--- src/rtl/fcc_pkg.sv ---
`default_nettype none
// ============================================================================
// Module   : fcc_pkg
// Brief    : Shared types and helpers for the fault-injection campaign sequencer.
// Revision : 1.0 - initial release
// ============================================================================
package fcc_pkg;

    typedef enum logic [2:0] {
        ST_IDLE   = 3'd0,
        ST_APPLY  = 3'd1,
        ST_SAMPLE = 3'd2,
        ST_DONE   = 3'd3,
        ST_REF    = 3'd4
    } fcc_state_e;

    typedef enum logic [1:0] {
        CL_TP = 2'd0,
        CL_TN = 2'd1,
        CL_FP = 2'd2,
        CL_FN = 2'd3
    } fcc_class_e;

    localparam int c_mod3_in_w = 32;

    function automatic logic [1:0] fcc_mod3(input logic [c_mod3_in_w-1:0] x);
        return 2'(x % 32'd3);
    endfunction

endpackage
`default_nettype wire

--- src/rtl/fcc_sat_counter.sv ---
`default_nettype none
// ============================================================================
// Module   : fcc_sat_counter
// Brief    : Result counter with synchronous clear that sticks at all-ones.
// Revision : 1.0 - initial release
// ============================================================================
module fcc_sat_counter #(
    parameter int CNT_W = 16
) (
    input  logic             clk,
    input  logic             rst_n,
    input  logic             clr,
    input  logic             inc,
    output logic [CNT_W-1:0] count
);

    logic [CNT_W-1:0] r_count;

    always_ff @(posedge clk or negedge rst_n) begin
        if (!rst_n) begin
            r_count <= '0;
        end else if (clr) begin
            r_count <= '0;
        end else if (inc && !(&r_count)) begin
            r_count <= r_count + CNT_W'(1);
        end
    end

    assign count = r_count;

endmodule
`default_nettype wire

--- src/rtl/fault_campaign_ctrl.sv ---
`default_nettype none
// ============================================================================
// Module   : fault_campaign_ctrl
// Brief    : Walks GID x stuck-at x A x B, drives the checked adder, classifies
//            each sampled result as TP/TN/FP/FN and keeps saturating counts.
// Options  : FCC_REF_PASS_EN adds a fault-free reference pass and ref_bad.
// Revision : 1.0 - initial release
// ============================================================================
module fault_campaign_ctrl
    import fcc_pkg::*;
#(
    parameter  int NG     = 128,
    parameter  int W      = 4,
    parameter  int SETTLE = 2,
    parameter  int CNT_W  = 16,
    localparam int GW     = $clog2(NG)
) (
    input  logic             clk,
    input  logic             rst_n,
    input  logic             start,
    input  logic [GW-1:0]    gid_first,
    input  logic [GW-1:0]    gid_last,
    input  logic             cin,
    output logic             busy,
    output logic             done,
    output logic [W-1:0]     op_a,
    output logic [W-1:0]     op_b,
    output logic [1:0]       op_a_mod3,
    output logic [1:0]       op_b_mod3,
    output logic             op_cin,
    output logic [NG-1:0]    fault_en_bus,
    output logic             fault_val,
    input  logic [W:0]       sout_in,
    input  logic             err_in,
    output logic [CNT_W-1:0] tp,
    output logic [CNT_W-1:0] tn,
    output logic [CNT_W-1:0] fp,
    output logic [CNT_W-1:0] fn,
`ifdef FCC_REF_PASS_EN
    output logic             ref_bad,
`endif
    output logic             fn_valid,
    output logic [GW-1:0]    fn_gid,
    output logic             fn_sa,
    output logic [W-1:0]     fn_a,
    output logic [W-1:0]     fn_b
);

    localparam int c_sw = $clog2(SETTLE + 1);
`ifdef FCC_REF_PASS_EN
    localparam fcc_state_e c_first_state = ST_REF;
`else
    localparam fcc_state_e c_first_state = ST_APPLY;
`endif

    fcc_state_e       r_state;
    fcc_state_e       w_state_nxt;
    logic [GW-1:0]    r_gid;
    logic [GW-1:0]    r_gid_last;
    logic [GW-1:0]    w_gid_last_clamped;
    logic             r_sa;
    logic             r_cin;
    logic [W-1:0]     r_a;
    logic [W-1:0]     r_b;
    logic [c_sw-1:0]  r_settle;
    logic             r_fn_valid;
    logic [GW-1:0]    r_fn_gid;
    logic             r_fn_sa;
    logic [W-1:0]     r_fn_a;
    logic [W-1:0]     r_fn_b;

    logic [W:0]       w_ref;
    logic             w_mismatch;
    fcc_class_e       w_class;
    logic             w_start;
    logic             w_empty;
    logic             w_sample;
    logic             w_last_ab;
    logic             w_last_tuple;
    logic             w_settle_end;
    logic [NG-1:0]    w_onehot;

    // A power-of-two NG already bounds gid_last through its width.
    generate
        if (NG == (1 << GW)) begin : g_clamp_pow2
            assign w_gid_last_clamped = gid_last;
        end else begin : g_clamp_sat
            assign w_gid_last_clamped = (gid_last > GW'(NG - 1)) ? GW'(NG - 1) : gid_last;
        end
    endgenerate

    assign w_start      = (r_state == ST_IDLE) && start;
    assign w_empty      = gid_first > w_gid_last_clamped;
    assign w_sample     = (r_state == ST_SAMPLE);
    assign w_last_ab    = &{r_a, r_b};
    assign w_last_tuple = w_last_ab && r_sa && (r_gid == r_gid_last);
    assign w_settle_end = (r_settle == c_sw'(SETTLE - 1));
    assign w_onehot     = {{(NG-1){1'b0}}, 1'b1} << r_gid;

    assign w_ref      = {1'b0, r_a} + {1'b0, r_b} + {{W{1'b0}}, r_cin};
    assign w_mismatch = (w_ref != sout_in);

    always_comb begin
        w_class = CL_TN;
        case ({w_mismatch, err_in})
            2'b10:   w_class = CL_FN;
            2'b11:   w_class = CL_TP;
            2'b01:   w_class = CL_FP;
            default: w_class = CL_TN;
        endcase
    end

`ifdef FCC_REF_PASS_EN
    logic r_ref_bad;
    logic w_ref_sample;

    // Reference vectors sample in the same state, on the cycle after settling.
    assign w_ref_sample = (r_state == ST_REF) && (r_settle == c_sw'(SETTLE));
    assign ref_bad      = r_ref_bad;
`endif

    always_ff @(posedge clk or negedge rst_n) begin
        if (!rst_n) begin
            r_state <= ST_IDLE;
        end else begin
            r_state <= w_state_nxt;
        end
    end

    always_comb begin
        w_state_nxt = r_state;
        case (r_state)
            ST_IDLE: begin
                if (start) begin
                    w_state_nxt = w_empty ? ST_DONE : c_first_state;
                end
            end
            ST_APPLY: begin
                if (w_settle_end) begin
                    w_state_nxt = ST_SAMPLE;
                end
            end
            ST_SAMPLE: w_state_nxt = w_last_tuple ? ST_DONE : ST_APPLY;
            ST_DONE:   w_state_nxt = ST_IDLE;
`ifdef FCC_REF_PASS_EN
            ST_REF: begin
                if (w_ref_sample && w_last_ab) begin
                    w_state_nxt = ST_APPLY;
                end
            end
`endif
            default:   w_state_nxt = ST_IDLE;
        endcase
    end

    always_comb begin
        busy         = 1'b0;
        done         = 1'b0;
        fault_en_bus = '0;
        case (r_state)
            ST_APPLY, ST_SAMPLE: begin
                busy         = 1'b1;
                fault_en_bus = w_onehot;
            end
            ST_REF:  busy = 1'b1;
            ST_DONE: done = 1'b1;
            default: ;
        endcase
    end

    always_ff @(posedge clk or negedge rst_n) begin
        if (!rst_n) begin
            r_gid      <= '0;
            r_gid_last <= '0;
            r_sa       <= 1'b0;
            r_cin      <= 1'b0;
            r_a        <= '0;
            r_b        <= '0;
            r_settle   <= '0;
            r_fn_valid <= 1'b0;
            r_fn_gid   <= '0;
            r_fn_sa    <= 1'b0;
            r_fn_a     <= '0;
            r_fn_b     <= '0;
`ifdef FCC_REF_PASS_EN
            r_ref_bad  <= 1'b0;
`endif
        end else begin
            r_fn_valid <= 1'b0;
            case (r_state)
                ST_IDLE: begin
                    if (start) begin
                        r_gid      <= gid_first;
                        r_gid_last <= w_gid_last_clamped;
                        r_sa       <= 1'b0;
                        r_a        <= '0;
                        r_b        <= '0;
                        r_settle   <= '0;
                        r_cin      <= cin;
`ifdef FCC_REF_PASS_EN
                        r_ref_bad  <= 1'b0;
`endif
                    end
                end
                ST_APPLY: begin
                    r_settle <= w_settle_end ? '0 : r_settle + c_sw'(1);
                end
                ST_SAMPLE: begin
                    // b is the fastest digit, then a, then stuck-at value, then GID.
                    {r_a, r_b} <= {r_a, r_b} + (2*W)'(1);
                    if (w_last_ab) begin
                        r_sa <= ~r_sa;
                        if (r_sa) begin
                            r_gid <= r_gid + GW'(1);
                        end
                    end
                    if (w_class == CL_FN) begin
                        r_fn_valid <= 1'b1;
                        r_fn_gid   <= r_gid;
                        r_fn_sa    <= r_sa;
                        r_fn_a     <= r_a;
                        r_fn_b     <= r_b;
                    end
                end
`ifdef FCC_REF_PASS_EN
                ST_REF: begin
                    if (w_ref_sample) begin
                        r_settle   <= '0;
                        {r_a, r_b} <= {r_a, r_b} + (2*W)'(1);
                        if (w_mismatch || err_in) begin
                            r_ref_bad <= 1'b1;
                        end
                    end else begin
                        r_settle <= r_settle + c_sw'(1);
                    end
                end
`endif
                default: ;
            endcase
        end
    end

    assign op_a      = r_a;
    assign op_b      = r_b;
    assign op_cin    = r_cin;
    assign fault_val = r_sa;
    assign op_a_mod3 = fcc_mod3(c_mod3_in_w'(r_a));
    assign op_b_mod3 = fcc_mod3(c_mod3_in_w'(r_b));
    assign fn_valid  = r_fn_valid;
    assign fn_gid    = r_fn_gid;
    assign fn_sa     = r_fn_sa;
    assign fn_a      = r_fn_a;
    assign fn_b      = r_fn_b;

    fcc_sat_counter #(.CNT_W(CNT_W)) u_cnt_tp (
        .clk   (clk),
        .rst_n (rst_n),
        .clr   (w_start),
        .inc   (w_sample && (w_class == CL_TP)),
        .count (tp)
    );

    fcc_sat_counter #(.CNT_W(CNT_W)) u_cnt_tn (
        .clk   (clk),
        .rst_n (rst_n),
        .clr   (w_start),
        .inc   (w_sample && (w_class == CL_TN)),
        .count (tn)
    );

    fcc_sat_counter #(.CNT_W(CNT_W)) u_cnt_fp (
        .clk   (clk),
        .rst_n (rst_n),
        .clr   (w_start),
        .inc   (w_sample && (w_class == CL_FP)),
        .count (fp)
    );

    fcc_sat_counter #(.CNT_W(CNT_W)) u_cnt_fn (
        .clk   (clk),
        .rst_n (rst_n),
        .clr   (w_start),
        .inc   (w_sample && (w_class == CL_FN)),
        .count (fn)
    );

endmodule
`default_nettype wire

--- config.mk ---
export PLATFORM = sky130hd
export DESIGN_NAME = fault_campaign_ctrl
export DESIGN_NICKNAME = d
export VERILOG_FILES = /design/src/rtl/fcc_pkg.sv /design/src/rtl/fcc_sat_counter.sv /design/src/rtl/fault_campaign_ctrl.sv
export SDC_FILE = /design/constraint.sdc
export NUM_CORES = 1
export LEC_CHECK = 0
export ABC_AREA = 1
export CAP_MARGIN = 20
export CORE_MARGIN = 3
export CORE_UTILIZATION = 48
export DETAILED_ROUTE_END_ITERATION = 6
export PLACE_DENSITY = 0.89
export SYNTH_ARGS = -nofsm -noshare
export SYNTH_HDL_FRONTEND = slang
export SYNTH_SLANG_ARGS = --single-unit
--- constraint.sdc ---
create_clock -name clk -period 2.6 [get_ports clk]
set_input_delay 0.52 -clock clk [delete_from_list [all_inputs] [get_ports clk]]
set_output_delay 0.52 -clock clk [all_outputs]
set_load 0.1 [all_outputs]
==> results of run 1 <==
-- through the flow --
stage	hold WS, ns	setup WS, ns
global placement	0.473	0.0277
CTS	0.266	-0.467
detailed placement	0.485	-0.245
floorplan	0.224	-0.446
-- logic make-up after synthesis --
family	after synthesis
AO/OA/AOI/OAI	73
flip-flops	109
buffers and inverters	144
AND/OR/NAND/NOR	801
adder cells (fa/ha/maj)	37
XOR/XNOR	58
-- cell usage after synthesis, drive strengths merged --
master / count / share of area [%]
a211oi: 1 / 0.092
inv: 85 / 3.9
nand2: 335 / 16
or2: 4 / 0.31
clkbuf: 37 / 1.7
o21a: 1 / 0.092
o211ai: 1 / 0.092
o21ai: 50 / 3.1
a211o: 1 / 0.11
buf: 21 / 1.6
a22o: 1 / 0.11
and2: 1 / 0.077
nand4: 14 / 1.1
o22ai: 2 / 0.23
a21oi: 15 / 0.92
nand3: 148 / 9.3
nand3b: 21 / 1.9
a31oi: 1 / 0.077
xnor2: 8 / 0.86
ha: 35 / 5.4
clkinv: 1 / 0.046
nor3b: 2 / 0.18
nor2: 262 / 13
fa: 2 / 0.49
nor3: 14 / 0.86
xor2: 50 / 5.4
dfrtp: 109 / 34
-- per-layer routing --
layer	track usage, %	GRT overflow
met1	73.8	0
met2	90.4	8
met3	61.5	0
met4	76.7	9
met5	25.6	0
-- repair_timing --
item                       CTS
setup buffers                9
setup endpoints to repair  139
resized for setup           53
pin swaps                   16
cloned                       1
==> metrics, run 1 <==
Die H ~140 µm; post-synthesis cell type count 40; HPWL after DPL around 25000 µm; Error [ERROR GRT-0232] Routing congestion too high. Check the congestion heatmap in the GUI.; Mapped Cells 1222; Global Route Usage Sum 75.0%; num ports ~250; CTS buffer count 9; Cell Rows between 40 and 50; global route total overflow 17; Avg Synthesized Cell Area between 6 and 7 µm²; Seq/Total Area, Yosys 33.6%; Synth Area in Compound Gates between 4 and 5%; Synth Net Count 1283; simple-gate portion of the synthesized area between 40% and 50%; largest family of logic cells by synthesized area simple AND/OR/NAND/NOR gates; initial antenna violation count 7; die width approximately 140 µm; Stop stage global routing; register bit count reported by yosys approximately 110; cell area after synthesis just over 0.008 mm²; worst_ep grt op_b_mod3[0]; post-synthesis xor/xnor area fraction 6.25%; CTS sink count about 110; largest net degree at the start of global routing 110; status aborted with a tool error; placed inst area ~0.013 mm²; post-synthesis mux area share 0%; Ys Warns 0; Final GP Congestion roughly 0.99; adder-cell share of the synthesized area a little under 6%; CTS max path bufs 2; PortBufs between 200 and 250; worst-path endpoint category output port; Root Buffer clkbuf_16; starting density of the core between 50 and 60%; H-tree depth 3; # placed instances ~1700; hold bufs inserted after CTS 0
==> run 2, diff against run 1 <==
Settings changed: CORE_UTILIZATION 48 to 35, PLACE_DENSITY 0.89 to unset, PLACE_DENSITY_LB_ADDON set to 0.15.
==> metrics, run 2 <==
Worst setup SP type flop; Worst Clk Skew between 0.009 and 0.01 ns; post-synthesis cell type count 40 (unchanged); pre-CTS setup slack -0.0579 ns (+0.187 ns); cell area after synthesis 0.00812 mm² (unchanged); failing checks setup timing; Mapped Cells 1222 (unchanged); post-synthesis mux area share 0% (unchanged); total routed wirelength about 32000 µm; vias per std cell 5.13; worst r2r dst u_cnt_fp.count[7]$_DFFE_PN0P_; Final min period between 2 and 3 ns; fin. max-slew vios 0; Post-route DRC 0; Synth Net Count 1283 (unchanged); Skew-Pair Late Insertion Delay 0.36 ns; register bit count reported by yosys 109 (unchanged); Worst-Margin Slew around 0.78 ns; VDD IR max 1.82 mV; CP endpoint kind output pin; first-pass GRT wire length about 48000 µm; Ys Warns 0 (unchanged); Final nets about 1600; cell taking the most area after synthesis dfrtp_1; period utilization 110%; CTS sink count 109 (unchanged); Die H 158 µm (+16%); hold bufs inserted after CTS 0 (unchanged); top fanout value on the critical path 4; Cell Rows 55 (+20%); simple-gate portion of the synthesized area 42.1% (unchanged); P&R area growth vs syn 83.3%; Post-synth top flop dfrtp_1; largest net degree at the start of global routing 96; Max Cap Viol 0; DRT Pass-1 Iters 5; Wirelength per Cell approximately 18 µm; commonest non-fill, non-tap cells in the layout 278 x nand2_1, 151 x buf_4, 147 x buf_12; CTS max path bufs 2 (unchanged); RR Startpoint op_b[0]$_DFFE_PN0P_; Max Freq approximately 0.35 GHz; Seq/Total Area, Yosys 33.6% (unchanged); Lkg Pwr between 6 and 7 nW; register area around 0.0028 mm²; Synth Area in Compound Gates 4.85% (unchanged); most common cell after layout, fill and taps aside nand2_1; RSZ-0062 raised after global routing true; share of cells above drive strength 1 between 40% and 50%; reg-to-reg setup timing slack -0.20 ns; ranking of synthesized cells by area dfrtp_1 34%, nand2_1 15%, nor2_1 12%; Global Route Usage Sum between 20% and 30%; starting density of the core 35.8% (-14 points); via count roughly 9300; final hold vios 0; CTS buffer count 9 (unchanged); setup ws final -0.266 ns; Root Buffer clkbuf_16; cells on worst reg2reg path 14; Post-synth EDFFs 0 (unchanged); crit path kind flop to output pin; ANT nets after route 0; die width 158 µm (+16%); CTS tree done; Iter 0 DRT Violations roughly 530; most common cell in the netlist nand2_1; core area 0.0227 mm²; vias in the first global route about 8700; Slew headroom a little under half; Avg Synthesized Cell Area 6.65 µm² (unchanged); Final Power around 13 mW; fill count approximately 1800; status complete, but fails checks; area of the multi-input gates 0.00643 mm²; post-synthesis xor/xnor area fraction 6.25% (unchanged); global route total overflow 0; pwr/cell area between 800 and 900 mW/mm²; post-synth top area share 33.6% (unchanged); Post-synth top cells 330 x nand2_1, 258 x nor2_1, 146 x nand3_1; H-tree depth 3 (unchanged); HPWL after DPL 22800 µm (-8.4%); num ports 249 (unchanged); Min-Delay Path Class primary input to asynchronous set/reset pin; Worst EP required approximately 2.1 ns; die area roughly 0.025 mm²; Final GP Congestion 0.875 (-12%); initial antenna violation count 1; PortBufs 248 (unchanged); Worst-path clk slew ~0.080 ns; adder-cell share of the synthesized area 5.89% (unchanged); CP arrival roughly 2.4 ns; # setup viols final between 80 and 90; largest family of logic cells by synthesized area simple AND/OR/NAND/NOR gates; async set or reset register ratio after synthesis 100% (unchanged)
==> run 2: cell counts after synthesis <==
No cell type changed its count.
==> run 2: worst max-delay path: stages (launching register included) <==
cell     delay, ns
dfrtp_4       0.52
ha_4          0.30
o21ai_4       0.06
nand2_2       0.06
nand3_2       0.07
xor2_2        0.16
ha_2          0.18
inv_2         0.04
o21ai_2       0.07
nor2_4        0.16
xor2_4        0.19
buf_12        0.19
==> run 2: worst max-delay path by stage <==
stage	start	to	slack, ns	depth (start not counted)
final	op_b[3]$_DFFE_PN0P_	op_b_mod3[0]	-0.27	11
after global routing	op_b[3]$_DFFE_PN0P_	op_b_mod3[0]	-0.35	11
after CTS	op_b[2]$_DFFE_PN0P_	op_b_mod3[0]	-0.34	11
after global placement	op_a[0]$_DFFE_PN0P_	u_cnt_fn.count[14]$_DFFE_PN0P_	0.02	13
after floorplan	op_b[2]$_DFFE_PN0P_	op_b_mod3[0]	-0.45	11
after detailed placement	op_a[0]$_DFFE_PN0P_	u_cnt_fn.count[1]$_DFFE_PN0P_	-0.06	13
==> run 2: stage by stage <==
| stage | utilization [%] | cell area (µm²) | setup TNS (ns) | hold slack [ns] | instances |
|---|---|---|---|---|---|
| 4_1_cts | 61.6 | 14000 | -1.13 | 0.146 | 1783 |
| 6_report | 65.6 | 14900 | -9.15 | 0.140 | 1813 |
| 3_3_place_gp | 59.6 | 13500 | 0 | 0.475 | 1760 |
| 2_1_floorplan | - | 9240 | -12.49 | 0.224 | 1222 |
| 3_5_place_dp | 59.6 | 13500 | -0.799 | 0.483 | 1760 |
| 5_1_grt | 65.5 | 14900 | -19.41 | 0.170 | 1811 |
==> run 2: cell type report <==
class                      instances  share of cell area, %
inverter                          86                   2.23
clock inverter                     6                  0.311
tap                              285                   2.39
clock buffer                      10                   1.54
timing repair buffer             343                   31.8
multi-input combinational        971                   43.2
antenna                            3                 0.0504
sequential                       109                   18.5
==> run 2: kinds of logic (layout without fill, tap and decap cells) <==
logic type      after synthesis  count (layout)
fa+ha+maj                    37              37
xor+xnor                     58              58
other cells                   0               3
simple gates                801             803
buf+inv                     144             445
compound gates               73              73
flops                       109             109
==> run 2: routing by layer <==
layer | routed length, µm | track usage, % | vias to the layer above
met5 | 0 | 0 | -
met4 | 501 | 5.53 | 0
met3 | 1800 | 5.19 | 34
met2 | 16400 | 40.5 | 261
met1 | 13000 | 31.0 | 4488
li1 | - | - | 4518
==> run 2: timing repair <==
action / CTS / global route
pin swaps: 11 / 34
endpoints found under the setup margin: 126 / 160
resized for setup: 26 / 154
setup buffers: 6 / 15
cloned: 1 / 12
==> run 2: power breakdown <==
part           leakage (nW)  switching [mW]  internal [mW]
sequential             1.45           0.363           2.01
combinational          4.90            6.31           2.79
clock                 0.129           0.670          0.659
total                  6.48            7.34           5.47
Note: power is estimated with default switching activity, not from simulation.
==> run 3, diff against run 2 <==
Settings changed: CTS_BUF_LIST set to sky130_fd_sc_hd__clkbuf_8, MAX_ROUTING_LAYER set to met4, SLEW_MARGIN set to 10.
==> metrics, run 3 (synthesis gave the netlist of run 2 again) <==
# setup viols final 45 (-46%); share of cells above drive strength 1 44.9% (+4.1 points); Skew-Pair Late Insertion Delay 0.40 ns (+0.04 ns); CP peak stage delay 0.53 ns (about the same); DRT Pass-1 Iters 7 (+2); Max Cap Viol 0 (unchanged); top fanout value on the critical path 4 (unchanged); first-pass GRT wire length 47900 µm (+0.71%); cells on worst reg2reg path 13 (-1); starting density of the core 35.8% (unchanged); global route total overflow 0 (unchanged); final hold vios 0 (unchanged); fill count 1798 (-2.8%); Worst-path clk slew 0.11 ns (+0.03 ns); die area 0.0251 mm² (unchanged); Worst path slowest cell dfrtp_4; crit-path cells ha_4 -> o21ai_4 -> nand2_2 -> nand3_2 -> xor2_2 -> ha_2 -> inv_2 -> o21ai_2 -> nor2_4 -> xor2_4 -> buf_12; core area 0.0227 mm² (unchanged); Wirelength per Cell 17.8 µm (+1.6%); P&R area growth vs syn 87.9%; via count 9306 (+0.054%); most common cell after layout, fill and taps aside nand2_1; pre-CTS setup slack -0.0579 ns (unchanged); CP endpoint kind output pin; CTS max path bufs 2 (unchanged); ANT nets after route 0 (unchanged); Final min period 2.92 ns (+0.0532 ns); setup ws final -0.319 ns (-0.0532 ns); Lkg Pwr 6.54 nW (+0.81%); Root Buffer clkbuf_8; Slew headroom 44.5% (-3.1 points); period utilization 112% (+2.0 points); total routed wirelength 32300 µm (+1.9%); Sw Pwr 7.60 mW (+3.6%); RR Startpoint op_a[0]$_DFFE_PN0P_; Clock Power Share 7.7% (-2.7 points); sequential share of power 18.3% (-0.3 points); Util after Layout 67.2% (+1.6 points); Min-Delay Path Class primary input to asynchronous set/reset pin; num ports 249 (unchanged); largest net degree at the start of global routing 96 (unchanged); pwr/cell area 850 mW/mm² (-1.2%); HPWL after DPL 22800 µm (unchanged); fin. max-slew vios 0 (unchanged); crit path kind flop to output pin; worst r2r dst u_cnt_fp.count[7]$_DFFE_PN0P_; Global Route Usage Sum 24.8% (+0.99 points); fin cells 1817 (+0.22%); Worst-Margin Slew 0.829 ns (+0.0471 ns); CTS buffer count 9 (unchanged); VDD IR max 1.84 mV (+1.2%); CTS tree done; vias in the first global route 8762 (+0.67%); combinational power share 74.0% (+2.9 points); Power Internal 5.36 mW (-1.9%); Die H 158 µm (unchanged); H-tree depth 3 (unchanged); Worst EP required 2.08 ns (about the same); vias per std cell 5.12 (-0.17%); PortBufs 248 (unchanged); Worst setup SP type flop; # placed instances 1760 (unchanged); failing checks setup timing; CP arrival 2.40 ns (+0.05 ns); initial antenna violation count 1 (unchanged); Cell Rows 55 (unchanged); Final nets 1585 (+0.25%); CTS sink count 109 (unchanged); hold slack 0.0873 ns (-0.0531 ns); Max Freq 0.343 GHz (-1.8%); RSZ-0062 raised after global routing true; reg-to-reg setup timing slack -0.10 ns (+0.10 ns); Worst Clk Skew 0.0153 ns (+0.00551 ns); Iter 0 DRT Violations 486 (-9.0%); Post-route DRC 0 (unchanged); status complete, but fails checks; die width 158 µm (unchanged); commonest non-fill, non-tap cells in the layout 252 x nand2_1, 147 x buf_12, 145 x buf_4; switching share of power 58.6% (+1.3 points); Final GP Congestion 0.889 (+1.6%)
run 3: per-stage QoR:
stage / instance area [µm²] / power [mW] / setup TNS (ns)
3_5_place_dp: 13500 / 10.3 / -0.799
2_1_floorplan: 9240 / 7.91 / -12.49
6_report: 15300 / 13.0 / -2.59
5_1_grt: 15300 / 13.6 / -11.58
3_3_place_gp: 13500 / 10.2 / 0
4_1_cts: 14000 / 11.8 / -1.36
run 3: how the worst max path moves through the flow:
stage | start | to | slack [ns] | depth (start not counted)
2_1_floorplan | op_b[2]$_DFFE_PN0P_ | op_b_mod3[0] | -0.45 | 11
3_3_place_gp | op_a[0]$_DFFE_PN0P_ | u_cnt_fn.count[14]$_DFFE_PN0P_ | 0.02 | 13
3_5_place_dp | op_a[0]$_DFFE_PN0P_ | u_cnt_fn.count[1]$_DFFE_PN0P_ | -0.06 | 13
4_1_cts | op_b[2]$_DFFE_PN0P_ | op_b_mod3[0] | -0.39 | 11
5_1_grt | op_b[3]$_DFFE_PN0P_ | op_b_mod3[0] | -0.42 | 11
6_report | op_b[3]$_DFFE_PN0P_ | op_b_mod3[0] | -0.32 | 11
run 3: per-layer routing:
metal / up-vias / track usage (%) / part of all wire (%)
met2: 256 / 40.9 / 52
met4: 0 / 6.02 / 1.5
li1: 4512 / - / -
met5: - / - / 0
met1: 4507 / 31.3 / 41
met3: 31 / 5.06 / 5.2
run 3: power by group through the flow:
stage / clock network [mW] / logic (mW) / registers, mW
2_1_floorplan: 0 / 4.41 / 3.50
3_3_place_gp: 0 / 7.91 / 2.34
3_5_place_dp: 0 / 7.96 / 2.34
4_1_cts: 1.02 / 8.47 / 2.32
5_1_grt: 1.10 / 10.1 / 2.42
6_report: 0.999 / 9.60 / 2.37
run 3: area by class of cell:
| type | instances | area (µm²) | area share [%] |
|---|---|---|---|
| antenna | 3 | 7.51 | 0.0492 |
| clock buffer | 9 | 124 | 0.812 |
| clock inverter | 7 | 50.0 | 0.328 |
| inverter | 86 | 335 | 2.20 |
| multi-input combinational | 971 | 6790 | 44.5 |
| sequential | 109 | 2760 | 18.1 |
| tap | 285 | 357 | 2.34 |
| timing repair buffer | 347 | 4840 | 31.7 |
run 3: what timing repair did:
action | 4_1_cts | 5_1_grt
hold buffers | 0 | 0
pin swaps | 11 | 70
setup buffers | 10 | 13
cloned | 2 | 13
resized for setup | 35 | 235
setup endpoints to repair | 147 | 198
run 3: worst max-delay path, delay by kind of cell (launching register included):
family / cells / cell delay, ns
flops: 1 / 0.53
xor+xnor: 2 / 0.35
compound gates: 2 / 0.13
fa+ha+maj: 2 / 0.48
simple gates: 3 / 0.29
buf+inv: 2 / 0.23
==> RTL edit 1: new RTL, settings of run 3 <==
Add a define of `FCC_REF_PASS_EN`.
--- a/src/rtl/fault_campaign_ctrl.sv
+++ b/src/rtl/fault_campaign_ctrl.sv
@@ -6,6 +6,8 @@
 // Options  : FCC_REF_PASS_EN adds a fault-free reference pass and ref_bad.
 // Revision : 1.0 - initial release
 // ============================================================================
+`define FCC_REF_PASS_EN
+
 module fault_campaign_ctrl
     import fcc_pkg::*;
 #(
Behaviour (old outputs only; new: ref_bad): not the same (a bounded check fails within 4 cycles, from zero or initial values and one cycle with rst_n low).
==> RTL edit 1 against run 3 <==
The run still ends with negative setup slack left; die area is 1.3% higher; synthesized cell count is 0.25% higher; sequential cell count is 2 higher; cell area is 4.7% lower; area after synthesis is 1.3% higher; worst setup slack worse by 0.13 ns; first-iteration DRC count is 2.3% lower; final cell count is 0.94% higher; via count is 1.5% lower; wire length is 3.7% lower; fmax is 4.4% lower; power is 25% lower; critical endpoint is now op_a_mod3[0]; largest power group unchanged.
==> RTL edit 1: results (changes against run 3) <==
| Group | Quantity | Reported | Change |
|---|---|---|---|
| status | Failing checks | negative setup slack |  |
| worst setup path | Minimum setup slack among reg-to-reg paths | -0.04 ns | +0.06 ns |
| cells and area | Share of layout cells above drive strength 1 | 41.0% | -3.9 points |
| yosys | Adder-cell share of the synthesized area | 5.20% | -0.68 points |
| detailed routing | Total Routed Length | 31.1 mm | -3.7% |
| clock network | Clk pin slew, worst setup/hold paths | 0.13 ns | +0.02 ns |
| placement | Dpl ws | -0.107 ns | -0.0492 ns |
| cells and area | Final nets | 1573 | -0.76% |
| placement | Instance area at placement | 13200 um2 | -2.4% |
| yosys | Mapped Nets | 1282 | -0.078% |
| worst setup path | Start point of the critical path | op_a[2]$_DFFE_PN0P_ |  |
| cells and area | Final cell count without fillers | 1834 | +0.94% |
| grt | Initial antenna violation count | 0 | -1 |
| detailed routing | Length of the first detailed-routing pass in iterations | 6 | -1 |
| cells and area | Data buffer area share | 30.8% | -0.91 points |
| cells and area | Combined area of the multi-input logic cells | 6200 um2 | -8.6% |
| status | Run status | finished, violations left |  |
| cells and area | Count of inverters other than clock inverters in the layout | 115 | +34% |
| timing | Slack of the critical path | -0.453 ns | -0.134 ns |
| power | Logic pwr share | 63.6% | -10 points |
| yosys | Synth area leaders | dfrtp_1, nand2_1, nor2_1, nand3_1, xor2_1 |  |
| detailed routing | Detailed router's first-iteration violation count | 475 | -2.3% |
| placement | Cell Count Post-Placement | 1792 | +1.8% |
| power | Total leakage power | 6.37 nW | -2.5% |
| grt | Combined global-route utilization of all metal layers | 23.6% | -1.1 points |
| timing | Slew at the pin closest to its max-slew limit | 0.594 ns | -0.236 ns |
| yosys | Compound-gate portion of the synthesized area | 5.31% | +0.45 points |
| timing | Final Setup Violations | 6 | -87% |
| clock network | Number of cells upsized or downsized after cts | 34 | -2.9% |
| worst setup path | Maximum fanout along the worst path | 3 | -1 |
| yosys | Yosys reg bits | 111 | +1.8% |
## RTL edit 1: critical path: stages (launching register included)
cell and delay (ns):
dfrtp_4 0.52, ha_4 0.25, o21ai_2 0.14, nand2_1 0.08
nand2_2 0.09, a21oi_2 0.04, a21oi_2 0.14, ha_2 0.18
inv_1 0.04, nand4_1 0.13, buf_4 0.16, xor2_4 0.16
buf_12 0.19
## RTL edit 1: logic make-up after synthesis
logic type      after synthesis
simple gates                773
buf+inv                     168
flops                       111
compound gates               80
xor+xnor                     56
fa+ha+maj                    33
mux                           4
## RTL edit 1: metal layers
metal | global-route usage (%) | vias to the layer above | wire length (um)
li1 | - | 4513 | -
met1 | 28.7 | 4362 | 13000
met2 | 40.8 | 250 | 15900
met3 | 4.19 | 38 | 1500
met4 | 6.13 | 0 | 692
met5 | - | - | 0
## RTL edit 1: through the flow
stage	TNS (ns)	utilization, %
floorplan	-20.25	-
global placement	-0.0371	57.8
detailed placement	-0.290	57.8
CTS	-2.74	60.1
global route	-7.99	63.6
finish	-1.75	63.6
==> RTL edit 2: new RTL, settings of run 3 <==
Made on the original files. Add an input register stage for `start`, `gid_last`, `cin` and `sout_in`, with the module's reset; this delays them by one clock. The other inputs are not delayed to match.
--- a/src/rtl/fault_campaign_ctrl.sv
+++ b/src/rtl/fault_campaign_ctrl.sv
@@ -47,6 +47,25 @@
 );
 
     localparam int c_sw = $clog2(SETTLE + 1);
+
+    logic start_q;
+    logic [GW-1:0] gid_last_q;
+    logic cin_q;
+    logic [W:0] sout_q;
+
+    always_ff @(posedge clk or negedge rst_n) begin
+        if (!rst_n) begin
+            start_q    <= '0;
+            gid_last_q <= '0;
+            cin_q      <= '0;
+            sout_q     <= '0;
+        end else begin
+            start_q    <= start;
+            gid_last_q <= gid_last;
+            cin_q      <= cin;
+            sout_q     <= sout_in;
+        end
+    end
 `ifdef FCC_REF_PASS_EN
     localparam fcc_state_e c_first_state = ST_REF;
 `else
@@ -83,13 +102,13 @@
     // A power-of-two NG already bounds gid_last through its width.
     generate
         if (NG == (1 << GW)) begin : g_clamp_pow2
-            assign w_gid_last_clamped = gid_last;
+            assign w_gid_last_clamped = gid_last_q;
         end else begin : g_clamp_sat
-            assign w_gid_last_clamped = (gid_last > GW'(NG - 1)) ? GW'(NG - 1) : gid_last;
+            assign w_gid_last_clamped = (gid_last_q > GW'(NG - 1)) ? GW'(NG - 1) : gid_last_q;
         end
     endgenerate
 
-    assign w_start      = (r_state == ST_IDLE) && start;
+    assign w_start      = (r_state == ST_IDLE) && start_q;
     assign w_empty      = gid_first > w_gid_last_clamped;
     assign w_sample     = (r_state == ST_SAMPLE);
     assign w_last_ab    = &{r_a, r_b};
@@ -98,7 +117,7 @@
     assign w_onehot     = {{(NG-1){1'b0}}, 1'b1} << r_gid;
 
     assign w_ref      = {1'b0, r_a} + {1'b0, r_b} + {{W{1'b0}}, r_cin};
-    assign w_mismatch = (w_ref != sout_in);
+    assign w_mismatch = (w_ref != sout_q);
 
     always_comb begin
         w_class = CL_TN;
@@ -131,7 +150,7 @@
         w_state_nxt = r_state;
         case (r_state)
             ST_IDLE: begin
-                if (start) begin
+                if (start_q) begin
                     w_state_nxt = w_empty ? ST_DONE : c_first_state;
                 end
             end
@@ -189,14 +208,14 @@
             r_fn_valid <= 1'b0;
             case (r_state)
                 ST_IDLE: begin
-                    if (start) begin
+                    if (start_q) begin
                         r_gid      <= gid_first;
                         r_gid_last <= w_gid_last_clamped;
                         r_sa       <= 1'b0;
                         r_a        <= '0;
                         r_b        <= '0;
                         r_settle   <= '0;
-                        r_cin      <= cin;
+                        r_cin      <= cin_q;
 `ifdef FCC_REF_PASS_EN
                         r_ref_bad  <= 1'b0;
 `endif
Check against the original RTL: not equivalent (a bounded check fails within 4 cycles, from zero or initial values and one cycle with rst_n low).
==> RTL edit 2 against run 3 <==
The flow still finishes with violations (negative setup slack); die area grew 5.0%; sequential cell count grew 14; area after synthesis grew 5.2%; worst setup slack lost 0.16 ns; cell area shrank 0.32%; core utilization shrank 3.2 points; wire length shrank 2.3%; critical endpoint is now op_b_mod3[1]; highest routed layer unchanged.
Power is not compared: it rests on default switching activity, and its combinational part moved more than twofold at a synthesized area within 25%.
==> RTL edit 2: results (changes against run 3) <==
| Group | Quantity | Reported | Change |
|---|---|---|---|
| status | Run status | finished, violations left |  |
| status | Failing checks | negative setup slack |  |
| yosys | Yosys warns | 0 | unchanged |
| clock network | Clk pin slew, worst setup/hold paths | 0.08 ns | -0.03 ns |
| timing | Worst rel slew slack | 62.4% | +18 points |
| power | IR Drop Worst-Case VDD | 0.568 mV |  |
| power | Total leakage power | 6.69 nW |  |
| placement | Dpl ws | -0.166 ns | -0.108 ns |
| grt | Combined global-route utilization of all metal layers | 22.3% | -2.4 points |
| placement | GPL Wtd Cong | 0.946 | +6.4% |
| placement | Count of buffers from port buffering | 248 | unchanged |
| detailed routing | Detailed router's first-iteration violation count | 498 | +2.5% |
| clock network | Master cell of the clock root buffer | clkbuf_8 |  |
| grt | Grt ovf | 0 | unchanged |
| power | Power Combinational | 0.000942 W |  |
| yosys | Number of distinct standard cells referenced by the synthesized netlist | 44 | +10% |
| grt | Initial antenna violation count | 3 | +2 |
| yosys | Mapped Nets | 1304 | +1.6% |
| grt | Number of global-route vias before repair | 8738 | -0.27% |
| detailed routing | Detail-routed via count per cell | 4.97 | -2.9% |
| timing | Clock skew | 0.0168 ns | +0.00149 ns |
| min path | Path class of the lowest-slack min-delay path | primary input to asynchronous set/reset pin |  |
| grt | Wire length of the first global-routing pass | 46.2 mm | -3.6% |
| clock network | CTS Buf Count | 17 | +8 |
| timing | Total negative setup slack | -2.46 ns | +0.128 ns |
| timing | Number of hold violations in the final report | 0 | unchanged |
| timing | Slack of the critical path | -0.483 ns | -0.164 ns |
| yosys | Flip-flop cell with the highest count after synthesis | dfrtp_1 |  |
| detailed routing | Length of the first detailed-routing pass in iterations | 5 | -2 |
| yosys | Synth top cells by count | nand2_1, nor2_1, nand3_1 |  |
| cells and area | Share of layout cells above drive strength 1 | 40.7% | -4.2 points |
| power | Switching share of power | 33.3% |  |
| clock network | CTS H-tree depth | 4 | +1 |
| cells and area | Number of filler cells placed in the layout | 1945 | +8.2% |
| detailed routing | Total Routed Length | 31.6 mm | -2.3% |
| yosys | Synth area leaders | dfrtp_1, nand2_1, nor2_1, nand3_1, ha_1 |  |
| yosys | Sequential area share after synthesis | 36.0% | +2.4 points |
| grt | Largest net degree at the start of global routing | 49 | -49% |
| power | Sequential Power Share | 43.3% |  |
| placement | Half-perimeter wire length of the detailed placement result | 22.9 mm | +0.31% |
| yosys | Synth async-reset ratio | 100% | unchanged |
| timing | Final Setup Violations | 40 | -11% |
| clock network | Clock latency at the later pin of the worst-skew pair | 0.45 ns | +0.05 ns |
| clock network | Maximum buffer depth of the clock tree | 2 | unchanged |
| worst setup path | Maximum fanout along the worst path | 3 | -1 |
| cells and area | Final nets | 1608 | +1.5% |
[RTL edit 2: changes by cell type in the layout (fill, tap and decap cells not counted), sizes merged, moves of 3 or more]
cell    delta
nand2     -13
clkbuf     +8
o22ai      +4
nor2       -3
o21ai      -4
nor3       -4
nand3     +11
inv        +6
dfrtp     +14
bufinv     +3
nand4      +5
[RTL edit 2: cell type report]
class / instances / area share, %
Clock inverter: 12 / 0.971
Clock buffer: 20 / 1.81
Inverter: 93 / 2.36
Timing Repair Buffer: 343 / 30.6
Multi-Input combinational cell: 969 / 41.1
Antenna cell: 3 / 0.0494
Tap cell: 319 / 2.62
Sequential cell: 123 / 20.5
[RTL edit 2: cell families (layout without fill, tap and decap cells)]
logic type	Yosys count	count (layout)	synth area share, %
adder cells (fa/ha/maj)	37	37	5.59
AND/OR/NAND/NOR	796	797	40.1
other	0	3	0
XOR/XNOR	58	58	5.94
AO/OA/AOI/OAI	77	77	5.05
flip-flops	123	123	36.0
buffers and inverters	152	468	7.29
[RTL edit 2: critical path, stage by stage, from the launching register on]
cell and delay, ns:
dfrtp_4 0.50, ha_4 0.25, o21ai_2 0.13, nand2_1 0.08, nand3_2 0.08, xor2_2 0.16, inv_1 0.07, ha_2 0.17
inv_2 0.05, o21ai_2 0.06, nor2_4 0.17, nor2_2 0.07, a21oi_4 0.13, buf_12 0.19
[RTL edit 2: through the flow]
step	hold slack, ns	cell area [um2]	std cells	total power, W
after global placement	0.468	13100	1813	0.00306
after CTS	0.0188	13900	1860	0.00490
after global routing	0.0322	15200	1882	0.00505
final	0.0237	15200	1882	0.00484
after floorplan	0.224	8830	1243	0.00279
after detailed placement	0.471	13100	1813	0.00306
[RTL edit 2: what timing repair did]
item                                    in CTS  in global routing
resized for setup                           77                253
pin swaps                                   13                 50
endpoints found under the setup margin     200                207
buffers inserted                            14                  9
cloned                                       1                 10
hold endpoints to repair                     0                  0
[RTL edit 2: routing by layer]
layer / up-vias / track usage [%] / part of all wire [%]
li1: 4596 / - / -
met1: 4418 / 27.0 / 41
met2: 292 / 37.6 / 51
met3: 56 / 4.26 / 5.1
met4: 0 / 7.25 / 3.0
met5: - / - / 0
[RTL edit 2: final timing paths]
check / end / from / cells after the start / slack [ns]
setup reg to reg: u_cnt_fp.count[0]$_DFFE_PN0P_ / op_b[0]$_DFFE_PN0P_ / 14 / -0.06
max in group asynchronous: op_a[3]$_DFFE_PN0P_ / rst_n / 2 / 1.75
min in group clk: op_cin$_DFFE_PN0P_ / cin_q$_DFF_PN0_ / 2 / 0.47
setup / recovery: op_b_mod3[1] / op_b[2]$_DFFE_PN0P_ / 13 / -0.48
hold reg to reg: op_cin$_DFFE_PN0P_ / cin_q$_DFF_PN0_ / 2 / 0.47
hold / removal: u_cnt_tn.count[4]$_DFFE_PN0P_ / rst_n / 1 / 0.02
